--- src/rtl/ras_pkg.sv ---
// Shared types and constants for the return-address-stack controller.
// Used by ras_out_slot and ras_ctrl.
package ras_pkg;

   localparam int unsigned RAS_DW   = 32;
   localparam int unsigned ILEN_STD = 4;
   localparam int unsigned ILEN_RVC = 2;

   // Encoded as {is_call, is_ret}
   typedef enum logic [1:0] {
      RAS_NONE     = 2'b00,
      RAS_POP      = 2'b01,
      RAS_PUSH     = 2'b10,
      RAS_PUSH_POP = 2'b11
   } ras_op_e;

   typedef enum logic {
      SLOT_EMPTY = 1'b0,
      SLOT_FULL  = 1'b1
   } slot_st_e;

   typedef struct packed {
      logic [RAS_DW-1:0] target;
      logic              hit;
   } ras_pred_t;

endpackage

--- src/rtl/ras_out_slot.sv ---
// One-entry valid/ready output register holding a return prediction.
// Flush empties the slot and has priority over a new load.
module ras_out_slot
   import ras_pkg::*;
#(
   parameter type pred_t = ras_pred_t
) (
   input  logic  clk,
   input  logic  rst,
   input  logic  i_flush,
   input  logic  i_load,
   input  pred_t i_data,
   output logic  o_ready,
   output logic  o_valid,
   input  logic  i_ready,
   output pred_t o_data
);

   slot_st_e state_q;
   pred_t    data_q;

   // Slot state machine; the payload only changes on a load
   always_ff @(posedge clk) begin
      if (rst) begin
         state_q <= SLOT_EMPTY;
         data_q  <= '0;
      end else if (i_flush) begin
         state_q <= SLOT_EMPTY;
      end else if (i_load) begin
         state_q <= SLOT_FULL;
         data_q  <= i_data;
      end else if (state_q == SLOT_FULL && i_ready) begin
         state_q <= SLOT_EMPTY;
      end
   end

   assign o_valid = (state_q == SLOT_FULL);
   assign o_ready = (state_q == SLOT_EMPTY) | i_ready;
   assign o_data  = data_q;

endmodule

--- src/rtl/ras_ctrl.sv ---
// Return-address-stack controller: decode -> call stack strobes + prediction.
// Optional statistics counters enabled with RAS_STATS_EN.
module ras_ctrl
   import ras_pkg::*;
#(
   parameter int unsigned DW    = 32,
   parameter int unsigned CNT_W = 16
) (
   input  logic             clk,
   input  logic             rst,
   input  logic             i_valid,
   output logic             o_ready,
   input  logic [DW-1:0]    i_pc,
   input  logic             i_is_call,
   input  logic             i_is_ret,
   input  logic             i_is_rvc,
   input  logic             i_flush,
   output logic             o_push_en,
   output logic [DW-1:0]    o_push_data,
   input  logic             i_stk_full,
   output logic             o_pop_en,
   input  logic [DW-1:0]    i_pop_data,
   input  logic             i_stk_empty,
   output logic             o_pred_valid,
   input  logic             i_pred_ready,
   output logic [DW-1:0]    o_pred_target,
   output logic             o_pred_hit,
   output logic             o_ovf,
   output logic [CNT_W-1:0] o_stat_call,
   output logic [CNT_W-1:0] o_stat_ret,
   output logic [CNT_W-1:0] o_stat_unf,
   output logic [CNT_W-1:0] o_stat_ovf
);

   typedef struct packed {
      logic [DW-1:0] target;
      logic          hit;
   } pred_t;

   logic          slot_rdy;
   logic          accept;
   logic [DW-1:0] ra;
   ras_op_e       op;
   logic          push;
   logic          pop;
   logic          load;
   pred_t         pred_d;
   pred_t         pred_q;

   // Nothing is accepted while reset is held so the strobes stay quiet
   assign accept = i_valid & o_ready & ~i_flush & ~rst;
   assign o_ready = slot_rdy;
   assign ra = i_pc + (i_is_rvc ? DW'(ILEN_RVC) : DW'(ILEN_STD));
   assign op = ras_op_e'({i_is_call, i_is_ret});

   // Decode the accepted instruction into stack strobes and the next prediction
   always_comb begin
      push   = 1'b0;
      pop    = 1'b0;
      load   = 1'b0;
      pred_d = '0;
      if (accept) begin
         unique case (op)
            RAS_PUSH: begin
               push = 1'b1;
            end
            RAS_POP: begin
               pop  = ~i_stk_empty;
               load = 1'b1;
            end
            RAS_PUSH_POP: begin
               push = 1'b1;
               pop  = ~i_stk_empty;
               load = 1'b1;
            end
            default: ;
         endcase
         if (i_stk_empty) begin
            pred_d.target = ra;
            pred_d.hit    = 1'b0;
         end else begin
            pred_d.target = i_pop_data;
            pred_d.hit    = 1'b1;
         end
      end
   end

   assign o_push_en   = push;
   assign o_pop_en    = pop;
   assign o_push_data = ra;
   assign o_ovf       = push & ~pop & i_stk_full;

   ras_out_slot #(
      .pred_t (pred_t)
   ) u_slot (
      .clk     (clk),
      .rst     (rst),
      .i_flush (i_flush),
      .i_load  (load),
      .i_data  (pred_d),
      .o_ready (slot_rdy),
      .o_valid (o_pred_valid),
      .i_ready (i_pred_ready),
      .o_data  (pred_q)
   );

   assign o_pred_target = pred_q.target;
   assign o_pred_hit    = pred_q.hit;

`ifdef RAS_STATS_EN
   logic [CNT_W-1:0] call_q, call_d;
   logic [CNT_W-1:0] ret_q, ret_d;
   logic [CNT_W-1:0] unf_q, unf_d;
   logic [CNT_W-1:0] ovf_q, ovf_d;

   function automatic logic [CNT_W-1:0] sat_inc(
      input logic [CNT_W-1:0] v,
      input logic             en
   );
      if (en && v != '1) return v + 1'b1;
      return v;
   endfunction

   // Saturating event counters
   always_comb begin
      call_d = sat_inc(call_q, accept & i_is_call);
      ret_d  = sat_inc(ret_q, accept & i_is_ret);
      unf_d  = sat_inc(unf_q, accept & i_is_ret & i_stk_empty);
      ovf_d  = sat_inc(ovf_q, o_ovf);
   end

   // Counter registers, cleared by reset
   always_ff @(posedge clk) begin
      if (rst) begin
         call_q <= '0;
         ret_q  <= '0;
         unf_q  <= '0;
         ovf_q  <= '0;
      end else begin
         call_q <= call_d;
         ret_q  <= ret_d;
         unf_q  <= unf_d;
         ovf_q  <= ovf_d;
      end
   end

   assign o_stat_call = call_q;
   assign o_stat_ret  = ret_q;
   assign o_stat_unf  = unf_q;
   assign o_stat_ovf  = ovf_q;
`else
   assign o_stat_call = '0;
   assign o_stat_ret  = '0;
   assign o_stat_unf  = '0;
   assign o_stat_ovf  = '0;
`endif

endmodule

--- config.mk ---
export PLATFORM = sky130hd
export DESIGN_NAME = ras_ctrl
export DESIGN_NICKNAME = d
export VERILOG_FILES = /design/src/rtl/ras_pkg.sv /design/src/rtl/ras_out_slot.sv /design/src/rtl/ras_ctrl.sv
export SDC_FILE = /design/constraint.sdc
export NUM_CORES = 1
export LEC_CHECK = 0
export ABC_CLOCK_PERIOD_IN_PS = 3800
export CORE_ASPECT_RATIO = 0.6
export CORE_MARGIN = 3
export CORE_UTILIZATION = 35
export CTS_CLUSTER_DIAMETER = 80
export DETAILED_ROUTE_END_ITERATION = 16
export PLACE_DENSITY_LB_ADDON = 0.3
export SYNTH_ARGS = -nofsm -noshare
export SYNTH_HDL_FRONTEND = slang
export SYNTH_SLANG_ARGS = --single-unit
--- constraint.sdc ---
create_clock -name clk -period 3.8 [get_ports clk]
set_clock_uncertainty 0.2 [all_clocks]
set_input_delay 0.76 -clock clk [delete_from_list [all_inputs] [get_ports clk]]
set_output_delay 0.76 -clock clk [all_outputs]
set_load 0.03 [all_outputs]
==> results.ini <==
[setup_path]
worst_path_most_repeated_cell = buf_4
cp.required_ps = 2840
cp.buffers_inverters = 5
path_cells = clkdlybuf4s50_1, inv_1, fa_2, buf_4, nor4_1, xor2_1, buf_4, buf_12
critical_path.slowest_cell = clkdlybuf4s50_1
crit_fanout = 5
cp-start-kind = input port
crit_type = input port to output pin
cp-end-kind = output pin
cp.arrival_ps = 2720
slowest_delay_ps = 500
cpLargestDelayFamily = buffers and inverters

[synth]
ys_warn_count = 0
synth.cell_area_um2 = 2760
synth_top_cell_by_area = dfxtp_1
ys_types = 50
ys_seq_area_share_pct = 24.7
yosys-top-cells-area = dfxtp_1, buf_4, and3_1
async_reset_ff_share_pct = 0
synth-edff-count = 0
syn_inst = 335
yosys_most_used_dff = dfxtp_1
syn_area_per_cell_um2 = 8.24
yosys.area.top_type_share_pct = 24.7
ys_seq_elements = 34

[layout]
drive_gt1_share_pct = 19.4
seq_area_um2 = 681
nets = 576
area_growth_pct = 60.7
finalInstanceArea_um2 = 4430
finish.utilization_pct = 59.5
num-fill-cells = 702
most-common-layout-cells = clkdlybuf4s50_1, conb_1, buf_4
finalNonFillerCells = 604
multi_input_area_um2 = 1790
n_antenna_cell = 0
layout_commonest_cell = clkdlybuf4s50_1

[floorplan]
die_x_um = 121
die_h_um = 74.8
dieArea_um2 = 9020
initial_core_util_pct = 37.1
rows = 24
core_um2 = 7450
io_pins = 208

[global_routing]
grtUsageTotal_pct = 20.5
grt_pass1_wl_mm = 14.6
globalRouteOverflowTotal = 0
grt_max_degree = 38
first_global_vias = 2764
antenna_found_initial = 0

[route]
routed_via_density = 4.72
drc_errors = 0
ant_nets = 0
drt_wl_total_mm = 9.74
vias = 2851
drt-pass1-iter-count = 4
drtIter0Drc = 124
wl_per_cell_um = 16.1

[sta]
rsz0062_at_grt = false
hold_viol_final = 0
fin_crit_ps = 3680
setup_viol = 0
period_share_pct = 96.9
fin_tns_setup_ps = 0
slew_headroom_pct = 36.7
fin_hold_ws_ps = 255
worst_slew_pin_slew_ps = 948
max_freq_mhz = 271
finalWorstSetupSlack_ps = 116
drv_slew = 0

[power]
power_mw = 1.22
p_seq_share_pct = 30.6
internal-power_uw = 800
combinationalPowerShare_pct = 35.8
switching_power_uw = 421
switching_share_pct = 34.5
power_frac_clock_pct = 33.6
leakagePower_nw = 1.96
power_density_nw_per_um2 = 275
irDropWorstVdd_uv = 170

[clock_tree]
cts-htree-levels = 2
cts_tree = yes
cts_buffers = 5
cts_root_buffer = clkbuf_16
clk_latency_ps = 270
cts.sinks = 34
clk_path_buf_depth = 2
clk_pin_slew_ps = 50

[place]
place_ws_ps = -234
gp_congestion = 0.817
dp.cells = 591
hpwlAfterDp_mm = 7.49
port-buffer-count = 143
dpl_cell_area_um2 = 4170

[flow_run]
cap_violations = 0

[hold_path]
hold_path.class = flip-flop to flip-flop

[outcome]
outcome = finished, final reports clean

[power by group through the flow]
stage	clock network (mW)	registers [mW]	logic, mW
6_report	0.410	0.374	0.437
4_1_cts	0.421	0.374	0.432
3_3_place_gp	0	0.381	0.421
2_1_floorplan	0	0.404	0.260
5_1_grt	0.437	0.375	0.463
3_5_place_dp	0	0.382	0.424
[tightest hold or removal path, cell delays in order (launching register included)]
cell	delay, ps
dfxtp_1	310
nand2_1	50
a21oi_1	50
[cells by family (layout without fill, tap and decap cells)]
group	after synthesis	in the layout	share of synthesized area [%]
compound gates	52	52	12.7
mux	9	9	3.26
flops	34	34	24.7
buf+inv	89	191	21.4
other cells	1	64	0.136
fa+ha+maj	3	3	1.63
simple gates	118	118	27.1
xor+xnor	29	29	9.20
[cell usage after synthesis (2+ instances only)]
cell type	count
a211oi_1	4
a21bo_2	3
a21oi_1	18
a221oi_1	3
a31oi_1	5
and3_1	27
and4_1	4
buf_2	3
buf_4	65
clkbuf_1	13
dfxtp_1	34
ha_1	2
inv_1	7
mux2i_1	9
nand2_1	12
nand3_1	10
nand3_2	2
nand3b_1	2
nand4_1	9
nor2_1	17
nor2b_1	2
nor3_1	9
nor4_1	5
nor4_4	2
nor4b_1	2
o211ai_1	2
o21ai_0	5
o2bb2ai_1	8
or2_2	2
or3_1	2
xnor2_1	18
xor2_1	11
[repair_timing]
action	in CTS	in global routing
endpoints found under the setup margin	20	12
cloned	0	0
setup buffers	3	2
pin swaps	3	5
hold buffers	0	0
gates resized for setup	11	7
[metal layers]
layer / routed length [um] / vias to the layer above / share of wire (%) / GRT usage [%]
met5: 0 / - / 0 / 0
met1: 4400 / 1352 / 45 / 26.9
met2: 4480 / 112 / 46 / 34.3
met4: 25 / 0 / 0.26 / 2.64
li1: - / 1385 / - / -
met3: 828 / 2 / 8.5 / 6.91
[flip-flops by register name, indices dropped and copies added (netlist names)]
signal          cells
u_slot.o_data      33
u_slot.o_valid      1
[cell type report]
| cell class | instances | area share (%) |
|---|---|---|
| Clock buffer | 7 | 3.22 |
| Clock inverter | 1 | 0.113 |
| Inverter | 7 | 0.593 |
| Multi-Input combinational cell | 275 | 40.5 |
| Sequential cell | 34 | 15.3 |
| Tap cell | 104 | 2.93 |
| Timing Repair Buffer | 176 | 37.3 |
[final timing paths]
kind	endpoint	startpoint	slack, ps	cells after the start
setup reg to reg	u_slot.o_data[26]	u_slot.o_valid	1280	7
hold reg to reg	u_slot.o_data[10]	u_slot.o_data[10]	250	2
hold / removal	u_slot.o_data[10]	u_slot.o_data[10]	250	2
setup / recovery	o_push_data[11]	i_pc[2]	120	8
Power figures use the tool's default switching activity.
